**config.mk**
```make
export PLATFORM = sky130hd
export DESIGN_NAME = ternary_pack
export DESIGN_NICKNAME = d
export VERILOG_FILES = /design/src/rtl/ternary_pack.sv
export SDC_FILE = /design/constraint.sdc
export NUM_CORES = 1
export LEC_CHECK = 0
export ABC_AREA = 0
export ABC_CLOCK_PERIOD_IN_PS = 2600
export BUFFER_PORTS_ARGS = -buffer_cell sky130_fd_sc_hd__buf_2
export CORE_UTILIZATION = 42
export DETAILED_ROUTE_END_ITERATION = 10
export GPL_TIMING_DRIVEN = 0
export SKIP_LAST_GASP = 1
export SYNTH_ARGS = -nofsm -noshare
export SYNTH_HDL_FRONTEND = slang
export SYNTH_SLANG_ARGS = --single-unit
```
**constraint.sdc**
```tcl
create_clock -name clk -period 2.6 [get_ports clk]
set_input_delay 0.26 -clock clk [delete_from_list [all_inputs] [get_ports clk]]
set_output_delay 0.26 -clock clk [all_outputs]
set_load 0.01 [all_outputs]
```
**src/rtl/ternary_pack.sv**
```systemverilog
// Packs a stream of S3 trits into bytes, five trits per byte in base 3
// (c0 + 3*c1 + 9*c2 + 27*c3 + 81*c4). Output is a single held register.
module ternary_pack #(
  parameter int N_COEF = 700
) (
  input  logic       clk,
  input  logic       rst,
  input  logic       in_valid,
  output logic       in_ready,
  input  logic [1:0] in_trit,
  output logic       out_valid,
  input  logic       out_ready,
  output logic [7:0] out_byte,
  output logic       out_last,
  output logic       frame_done,
  output logic       err
);

  localparam int TPB     = 5;
  localparam int N_BYTES = N_COEF / TPB;
  localparam int BCW     = $clog2(N_BYTES + 1);

  logic [7:0]     acc_q, acc_d;
  logic [7:0]     w_q, w_d;
  logic [2:0]     trit_cnt_q, trit_cnt_d;
  logic [BCW-1:0] byte_cnt_q, byte_cnt_d;
  logic           out_valid_q, out_valid_d;
  logic [7:0]     out_byte_q, out_byte_d;
  logic           out_last_q, out_last_d;
  logic           err_q, err_d;

  logic       last_trit;
  logic       accept;
  logic       consume;
  logic [7:0] tw;
  logic [7:0] acc_sum;

  // Valid/ready: a trit moves when in_valid & in_ready, a byte moves when
  // out_valid & out_ready; out_* hold stable while out_valid & !out_ready.
  assign last_trit  = (trit_cnt_q == 3'(TPB - 1));
  assign in_ready   = !(out_valid_q && !out_ready && last_trit);
  assign accept     = in_valid && in_ready;
  assign consume    = out_valid_q && out_ready;

  assign out_valid  = out_valid_q;
  assign out_byte   = out_byte_q;
  assign out_last   = out_last_q;
  assign err        = err_q;
  assign frame_done = consume && out_last_q;

  // t*w using only shifts: t is 0, 1 or 2; the illegal code contributes 0.
  always_comb begin
    tw = 8'd0;
    case (in_trit)
      2'b01:   tw = w_q;
      2'b10:   tw = {w_q[6:0], 1'b0};
      default: tw = 8'd0;
    endcase
  end

  assign acc_sum = acc_q + tw;

  always_comb begin
    acc_d       = acc_q;
    w_d         = w_q;
    trit_cnt_d  = trit_cnt_q;
    byte_cnt_d  = byte_cnt_q;
    out_valid_d = out_valid_q;
    out_byte_d  = out_byte_q;
    out_last_d  = out_last_q;
    err_d       = err_q;

    if (consume) begin
      out_valid_d = 1'b0;
    end

    if (accept) begin
      err_d = err_q | (in_trit == 2'b11);
      if (last_trit) begin
        // A completing byte overrides the consume, so back-to-back bytes
        // flow without a bubble.
        out_byte_d  = acc_sum;
        out_valid_d = 1'b1;
        out_last_d  = (byte_cnt_q == BCW'(N_BYTES - 1));
        acc_d       = 8'd0;
        w_d         = 8'd1;
        trit_cnt_d  = 3'd0;
        byte_cnt_d  = (byte_cnt_q == BCW'(N_BYTES - 1)) ? '0 : byte_cnt_q + BCW'(1);
      end else begin
        acc_d      = acc_sum;
        w_d        = {w_q[6:0], 1'b0} + w_q;
        trit_cnt_d = trit_cnt_q + 3'd1;
      end
    end
  end

  always_ff @(posedge clk or negedge rst) begin
    if (!rst) begin
      acc_q       <= 8'd0;
      w_q         <= 8'd1;
      trit_cnt_q  <= 3'd0;
      byte_cnt_q  <= '0;
      out_valid_q <= 1'b0;
      out_byte_q  <= 8'd0;
      out_last_q  <= 1'b0;
      err_q       <= 1'b0;
    end else begin
      acc_q       <= acc_d;
      w_q         <= w_d;
      trit_cnt_q  <= trit_cnt_d;
      byte_cnt_q  <= byte_cnt_d;
      out_valid_q <= out_valid_d;
      out_byte_q  <= out_byte_d;
      out_last_q  <= out_last_d;
      err_q       <= err_d;
    end
  end

endmodule

```
==> results.txt, run 1 <==
clock skew: 0.0124 ns
CTS Buf Count: 5
clk sinks: 38
share of the synthesized area in the top cell type: 41.4%
global-route wire length before repair: 7.54 mm
synthesized cell area: 0.00224 mm2
number of synthesized flops with an enable pin: 0
drt via density: 5.29
FP Rows: 26
Worst path max stage delay: 0.43 ns
GR Overflow Total: 0
leakage: 1.23 nW
min Tclk post-route: 2.23 ns
nets@finish: 274
CTS Buffer Depth: 2
# setup viols final: 0
Final Max Slew Viols: 0
area leader, netlist: dfrtp_1
Setup TNS: 0 ns
Worst Setup SP: in_trit[1]
GRT Total Usage: 18.0%
period utilization: 85.9%
Int Power: 1.79 mW
Most common cell on crit path: ha_1
Initial Util: 43.8%
combinational share of power: 42.5%
relative slew slack: 43.3%
Avg Cell Area, Syn: 10.1 um2
worst slew pin tran: 0.851 ns
die width: 75.0 um
CTS resizes: 0
Syn Inst Count: 222
CP Depth: 12
post-CTS setup buffer count: 0
clock power share: 21.4%
Distinct cells, synth: 46
switching power: 1.07 mW
worst r2r src: w_q[1]
DR iter-0 viols: 44
Post-Synth Adder-Cell Area: 12.4%
core area: 0.00511 mm2
worst skew pair latency: 0.30 ns
hold_buf cts: 0
gpl congestion: 0.806
WS Path Type: in -> reg
Area growth syn-to-layout: 14.1%
sequential fraction of the synthesis area: 42.6%
largest family of logic cells by synthesized area: compound AO/OA/AOI/OAI gates
drt first pass iters: 4
clk root buf: clkbuf_8
DRC errors left: 0
Main synth FF type: dfrtp_1
maxcap violations: 0
final hold slack: 0.0553 ns
PortBufs: 18
flops & latches, synth: 38
dpl hpwl: 3.14 mm
commonest non-fill, non-tap cells in the layout: 37 x dfrtp_1, 33 x nand2_1, 19 x buf_2, 19 x ha_1, 13 x nor2_1
CP delay by family, top: adder cells
status: complete, no violations
critical path's slowest cell: fa_1
RSZ-0062 raised after global routing: no
initial antenna violation count: 0
CTS tree: built
die area: 0.00562 mm2
CP arrival: 2.43 ns
drt total wl: 4.33 mm
Cell Pwr Density: 1120 mW/mm2
Hold Violations, Final: 0
CP Max Fanout: 8
via count: 1,682
Routed Antenna Nets: 0
Async SR Flop Fraction: 100%
Startpoint Class: input pin
yosys warns: 0
most common cell after layout, fill and taps aside: dfrtp_1
cells along the critical path: buf_2, inv_1, ha_1, buf_4, and2_1, ha_1, fa_1, a211oi_1, o21bai_1, a21oi_1, xnor2_1, mux2_4
CP endpoint: out_byte[6]
number of global-route vias before repair: 1,579
Sw Share: 37.3%
Worst Path Required: 2.79 ns
share of cells above drive strength 1: 15.7%
IO Pins: 19
post-synthesis compound-gate area fraction: 18.1%
crit path buf inv count: 3
R2R cell count: 8
CTS H-tree lvls: 2
Peak Freq: 448 MHz
fill cell count: 499
crit end category: flop
largest net degree at the start of global routing: 39
simple-gate portion of the synthesized area: 17.1%
R2R Path End: out_byte[6]
xor-xnor portion of the synthesized cell area: 5.88%
r2r setup slk: 0.39 ns
top cells by area, synth: dfrtp_1 41%, ha_1 11%, nand2_1 5.5%, xnor2_1 3.9%, a22o_1 3.5%
average routed wire per standard cell: 13.6 um
die height: 75.0 um
VDD IR-drop max: 0.546 mV
Reg power frac: 36.2%
Antenna diodes: 0
syn nets: 249
Hold/Removal Path Class: in -> async
multiplexer area fraction after synthesis: 1.85%
Worst-path clk slew: 0.08 ns
[area by class of cell]
class	count	area, um2	share of cell area, %
multi-input cells	174	1240	48.5
flip-flops and latches	38	952	37.3
repair buffers	18	90.1	3.53
inverters	5	18.8	0.736
clock buffers	5	68.8	2.70
well taps	70	87.6	3.43
clock inverters	3	68.8	2.70
plain buffers	5	27.5	1.08
[worst reg2reg max path: stages (launching register included)]
cell and delay [ns]:
dfrtp_1 0.46, a22oi_1 0.20, nor2_1 0.10, fa_1 0.46, a211oi_1 0.23, o21bai_1 0.11, a21oi_1 0.18, xnor2_1 0.10
mux2_4 0.26
[per-layer routing]
metal	wire [um]	global-route usage [%]
met1	2200	24.7
met4	75	6.29
met2	1960	27.7
met5	0	0
met3	93	4.42
[power groups by stage]
stage / Combinational (mW) / Sequential (mW) / Clock (mW)
floorplan: 0.924 / 1.03 / 0
global placement: 1.19 / 1.04 / 0
detailed placement: 1.22 / 1.05 / 0
CTS: 1.22 / 1.04 / 0.622
global route: 1.40 / 1.08 / 0.648
finish: 1.21 / 1.03 / 0.611
[Yosys cell counts, types with 3 or more instances]
cell      instances
nand2b_1          3
o21ai_1           5
xnor2_1          10
a22o_1            9
ha_1             19
xor2_1            5
a22oi_1           7
nor2_1           13
dfrtp_1          37
a211oi_1          3
o21ai_0          12
a21oi_1           9
nand2_1          33
inv_1             5
a21o_1            5
nand3_1           6
o21a_1            3
[sequential cells by signal (all words and copies together) (netlist names)]
signal / cells
acc_q: 8
byte_cnt_q: 8
err: 1
out_byte: 8
out_last: 1
out_valid: 1
trit_cnt_q: 3
w_q: 8
[stage by stage]
step	setup WS, ns	instance area (um2)	instances	utilization, %	total power, mW
floorplan	0.329	2240	222	-	1.95
global placement	0.0283	2410	310	47.3	2.24
detailed placement	0.0321	2410	310	47.3	2.26
CTS	0.342	2550	318	50.0	2.88
global route	0.204	2550	318	50.0	3.13
finish	0.366	2550	318	50.0	2.86
[cells by family (layout without fill, tap and decap cells)]
group | Yosys count | count (layout)
AO/OA/AOI/OAI | 60 | 60
XOR/XNOR | 15 | 15
multiplexers | 3 | 3
AND/OR/NAND/NOR | 75 | 75
adder cells (fa/ha/maj) | 21 | 21
buffers and inverters | 10 | 36
flip-flops | 38 | 38
[how the worst min path moves through the flow]
stage / start / endpoint / slack (ns) / depth (start not counted)
final: rst / byte_cnt_q[5] / 0.06 / 1
after global routing: rst / byte_cnt_q[5] / 0.14 / 1
after CTS: rst / out_last / 0.09 / 1
after detailed placement: rst / byte_cnt_q[5] / 0.42 / 1
after global placement: rst / byte_cnt_q[5] / 0.43 / 1
after floorplan: rst / acc_q[0] / -0.04 / 0
Note: power is estimated with default switching activity, not from simulation.
==> run 2, diff against run 1 <==
--- a/config.mk
+++ b/config.mk
@@ -6,7 +6,7 @@
 export NUM_CORES = 1
 export LEC_CHECK = 0
 export ABC_AREA = 0
-export ABC_CLOCK_PERIOD_IN_PS = 2600
+export ABC_CLOCK_PERIOD_IN_PS = 2100
 export BUFFER_PORTS_ARGS = -buffer_cell sky130_fd_sc_hd__buf_2
 export CORE_UTILIZATION = 42
 export DETAILED_ROUTE_END_ITERATION = 10
==> constraint.sdc (replaced) <==
create_clock -name clk -period 2.1 [get_ports clk]
set_input_delay 0.21 -clock clk [delete_from_list [all_inputs] [get_ports clk]]
set_output_delay 0.21 -clock clk [all_outputs]
set_load 0.01 [all_outputs]
==> results.txt, run 2 (synthesis gave the netlist of run 1 again) <==
Inst Count DP: 310
commonest non-fill, non-tap cells in the layout: 32 x nand2_1, 32 x dfrtp_1, 19 x buf_2
CTS H-tree lvls: 2
Peak Freq: 489 MHz
status: complete, no violations
Placed Area: 0.00245 mm2
min Tclk post-route: 2.04 ns
initial antenna violation count: 0
Hold Violations, Final: 0
relative slew slack: 42.5%
final instance area: 0.00268 mm2
Hold/Removal Path Class: in -> async
clk root buf: clkbuf_8
non-filler cells, final: 321
post-layout util: 52.5%
GR Overflow Total: 0
drt first pass iters: 4
clock skew: 0.00294 ns
CTS Buf Count: 5
dpl hpwl: 3.20 mm
worst skew pair latency: 0.29 ns
# setup viols final: 0
hold_buf cts: 0
largest net degree at the start of global routing: 39
leakage: 1.24 nW
Startpoint Class: flop
IO Pins: 19
CTS Buffer Depth: 2
Worst Path Required: 2.28 ns
worst slew pin tran: 0.862 ns
DRC errors left: 0
drt via density: 5.31
average routed wire per standard cell: 14.3 um
share of cells above drive strength 1: 26.7%
gpl congestion: 0.761
Reg area: 958 um2
global-route wire length before repair: 7.65 mm
CP Max Fanout: 4
setup ws final: 0.0568 ns
Area growth syn-to-layout: 20.0%
die width: 75.0 um
Worst-path clk slew: 0.07 ns
r2r setup slk: 0.06 ns
R2R Path End: out_byte[7]
WS Path Type: reg -> reg
Antenna diodes: 0
Routed Antenna Nets: 0
PortBufs: 18
nets@finish: 277
via count: 1,705
Initial Util: 43.8%
Place WS: -0.304 ns
DR iter-0 viols: 64
period utilization: 97.3%
crit end category: flop
Cell Pwr Density: 1320 mW/mm2
maxcap violations: 0
worst r2r src: w_q[0]
fill cell count: 493
Final Max Slew Viols: 0
CP arrival: 2.22 ns
core area: 0.00511 mm2
drt total wl: 4.59 mm
FP Rows: 26
clk sinks: 38
GRT Total Usage: 18.2%
number of global-route vias before repair: 1,604
R2R cell count: 9
die area: 0.00562 mm2
die height: 75.0 um
RSZ-0062 raised after global routing: yes
VDD IR-drop max: 0.671 mV
multi-input logic area: 0.00138 mm2
CTS tree: built
[run 2: per-layer routing]
layer / GRT usage (%) / vias to the layer above / share of wire, %
li1: - / 856 / -
met1: 25.0 / 825 / 50
met2: 28.9 / 18 / 46
met3: 4.02 / 6 / 2.2
met4: 5.03 / 0 / 1.2
met5: 0 / - / 0
[run 2: layout make-up]
type	count	share of cell area, %
Clock buffer	7	3.22
Tap cell	70	3.26
Inverter	5	0.699
Timing Repair Buffer	21	4.20
Multi-Input combinational cell	174	51.6
Buffer	5	1.17
Clock inverter	1	0.186
Sequential cell	38	35.7
[run 2: stage by stage]
stage / TNS [ns] / power (mW) / hold WS, ns
after CTS: -0.0580 / 3.39 / 0.0584
after global placement: -1.35 / 2.80 / 0.379
after detailed placement: -1.60 / 2.83 / 0.378
final: 0 / 3.55 / 0.0273
after global routing: -0.0755 / 3.90 / 0.0983
after floorplan: 0 / 2.44 / -0.0856
[run 2: what timing repair did]
action	CTS	global route
cloned	0	0
pin swaps	2	12
gates resized for setup	3	23
setup endpoints to repair	6	7
buffers inserted	2	1
[run 2: worst max path at each step]
stage	from	end	slack [ns]
floorplan	in_trit[1]	out_byte[6]	0.005
global placement	in_trit[1]	out_byte[6]	-0.26
detailed placement	in_trit[0]	out_byte[5]	-0.30
CTS	w_q[0]	out_byte[5]	-0.03
global route	w_q[0]	out_byte[7]	-0.05
finish	w_q[0]	out_byte[7]	0.06
[run 2: worst max-delay path, stage by stage, from the launching register on]
cell	delay, ns
dfstp_2	0.57
a22oi_2	0.08
nor2_4	0.18
ha_4	0.23
a211oi_2	0.24
buf_4	0.15
o21ai_2	0.06
nand2_2	0.10
xnor2_2	0.08
mux2_4	0.25
[run 2: power by group]
group / switching [mW] / internal (mW) / total (mW)
clock network: 0.259 / 0.265 / 0.524
logic: 0.866 / 0.855 / 1.72
registers: 0.278 / 1.03 / 1.31
==> run 3, diff against run 2 <==
--- a/config.mk
+++ b/config.mk
@@ -7,8 +7,9 @@
 export LEC_CHECK = 0
 export ABC_AREA = 0
 export ABC_CLOCK_PERIOD_IN_PS = 2100
-export BUFFER_PORTS_ARGS = -buffer_cell sky130_fd_sc_hd__buf_2
-export CORE_UTILIZATION = 42
+export BUFFER_PORTS_ARGS = -buffer_cell sky130_fd_sc_hd__buf_4
+export CORE_UTILIZATION = 40
+export CTS_BUF_LIST = sky130_fd_sc_hd__clkbuf_8 sky130_fd_sc_hd__clkbuf_16
 export DETAILED_ROUTE_END_ITERATION = 10
 export GPL_TIMING_DRIVEN = 0
 export SKIP_LAST_GASP = 1
==> results.txt, run 3 (synthesis gave the netlist of run 1 again) <==
status: complete, no violations
initial antenna violation count: 0
nets@finish: 278
worst skew pair latency: 0.29 ns
clk sinks: 38
worst slew pin tran: 0.602 ns
Startpoint Class: flop
Antenna diodes: 0
IO Pins: 19
Hold/Removal Path Class: in -> reg
RSZ-0062 raised after global routing: yes
Setup TNS: 0 ns
Final Max Slew Viols: 0
# setup viols final: 0
CP Max Fanout: 4
share of cells above drive strength 1: 23.4%
Peak Freq: 478 MHz
worst r2r src: w_q[0]
min Tclk post-route: 2.09 ns
dpl hpwl: 3.23 mm
relative slew slack: 59.8%
Top Usage Layer GRT: met2
met2 Use GR: 26.2%
R2R Path End: out_byte[6]
Routed Antenna Nets: 0
WS Path Type: reg -> reg
die area: 0.00589 mm2
CTS Buf Count: 5
CTS Buffer Depth: 2
via count: 1,707
CP arrival: 2.27 ns
CTS tree: built
gpl congestion: 0.780
FP Rows: 26
M1 GR Usage: 23.5%
final hold slack: 0.210 ns
drt first pass iters: 4
core area: 0.00524 mm2
CTS H-tree lvls: 2
GRT Total Usage: 16.9%
Worst Path Required: 2.28 ns
largest net degree at the start of global routing: 39
R2R cell count: 8
drt total wl: 4.74 mm
average routed wire per standard cell: 14.7 um
Hold Violations, Final: 0
clock skew: 0.00587 ns
Area growth syn-to-layout: 23.1%
hold path depth: 3
leakage: 1.27 nW
total power: 3.84 mW
r2r setup slk: 0.009 ns
GR Overflow Total: 0
most common cell after layout, fill and taps aside: dfrtp_1
Placed Area: 0.00250 mm2
Inst Count DP: 310
M3 GR Usage: 2.86%
DR iter-0 viols: 79
Initial Util: 42.7%
final instance area: 0.00275 mm2
Cell Pwr Density: 1400 mW/mm2
global-route wire length before repair: 7.89 mm
die width: 76.8 um
setup ws final: 0.00895 ns
Place WS: -0.292 ns
VDD IR-drop max: 0.858 mV
non-filler cells, final: 322
clk root buf: clkbuf_8
die height: 76.8 um
drt via density: 5.30
maxcap violations: 0
Hold Startpoint: out_ready
DRC errors left: 0
crit end category: flop
period utilization: 99.6%
Worst-path clk slew: 0.08 ns
number of global-route vias before repair: 1,626
commonest non-fill, non-tap cells in the layout: 35 x dfrtp_1, 33 x nand2_1, 22 x buf_4
post-layout util: 52.5%
hold-critical path endpoint: out_valid
PortBufs: 18
run 3: cell count changes in the layout (fill, tap and decap cells not counted), moves of 2 or more:
cell	delta
buf_4	+18
o21ai_1	+3
o21ai_2	-2
dfrtp_2	-3
bufinv_16	+2
dfrtp_1	+3
buf_2	-18
run 3: area by class of cell:
class,instances,area (um2)
well taps,70,87.6
repair buffers,22,168
flip-flops and latches,38,955
fillers,473,2490
clock buffers,6,82.6
inverters,5,18.8
multi-input cells,174,1350
plain buffers,5,31.3
clock inverters,2,60.1
run 3: routing by layer:
metal	part of all wire, %	vias up
met4	1.2	0
met5	0	-
met2	46	28
li1	-	853
met3	2.9	5
met1	50	821
run 3: power by group:
| part | internal (mW) | leakage (nW) | total (mW) | switching (mW) |
|---|---|---|---|---|
| Clock | 0.507 | 0.0714 | 0.781 | 0.274 |
| Sequential | 1.02 | 0.482 | 1.31 | 0.288 |
| Combinational | 0.893 | 0.715 | 1.75 | 0.853 |
run 3: critical path, cell delays in order, from the launching register on:
cell and delay [ns]:
dfstp_2 0.40, and2_4 0.17, ha_4 0.17, fa_2 0.41
a211oi_2 0.22, o21bai_1 0.11, a21oi_2 0.14, xnor2_1 0.10
mux2_4 0.26
run 3: worst max-delay path by stage:
stage               startpoint     endpoint  cells after the start  slack [ns]
floorplan           in_trit[1]  out_byte[6]                     11       0.005
global placement    in_trit[1]  out_byte[6]                     12       -0.24
detailed placement  in_trit[1]  out_byte[7]                     12       -0.29
CTS                     w_q[6]  out_byte[7]                      8       -0.06
global route            w_q[1]  out_byte[6]                      8       -0.09
finish                  w_q[0]  out_byte[6]                      8       0.009
run 3: repair_timing:
action / in CTS / in global routing
hold buffers: 1 / 0
endpoints found under the setup margin: 6 / 7
gates resized for setup: 5 / 12
pin swaps: 0 / 2
gates cloned: 0 / 0
setup buffers: 0 / 3
hold endpoints to repair: 37 / 0
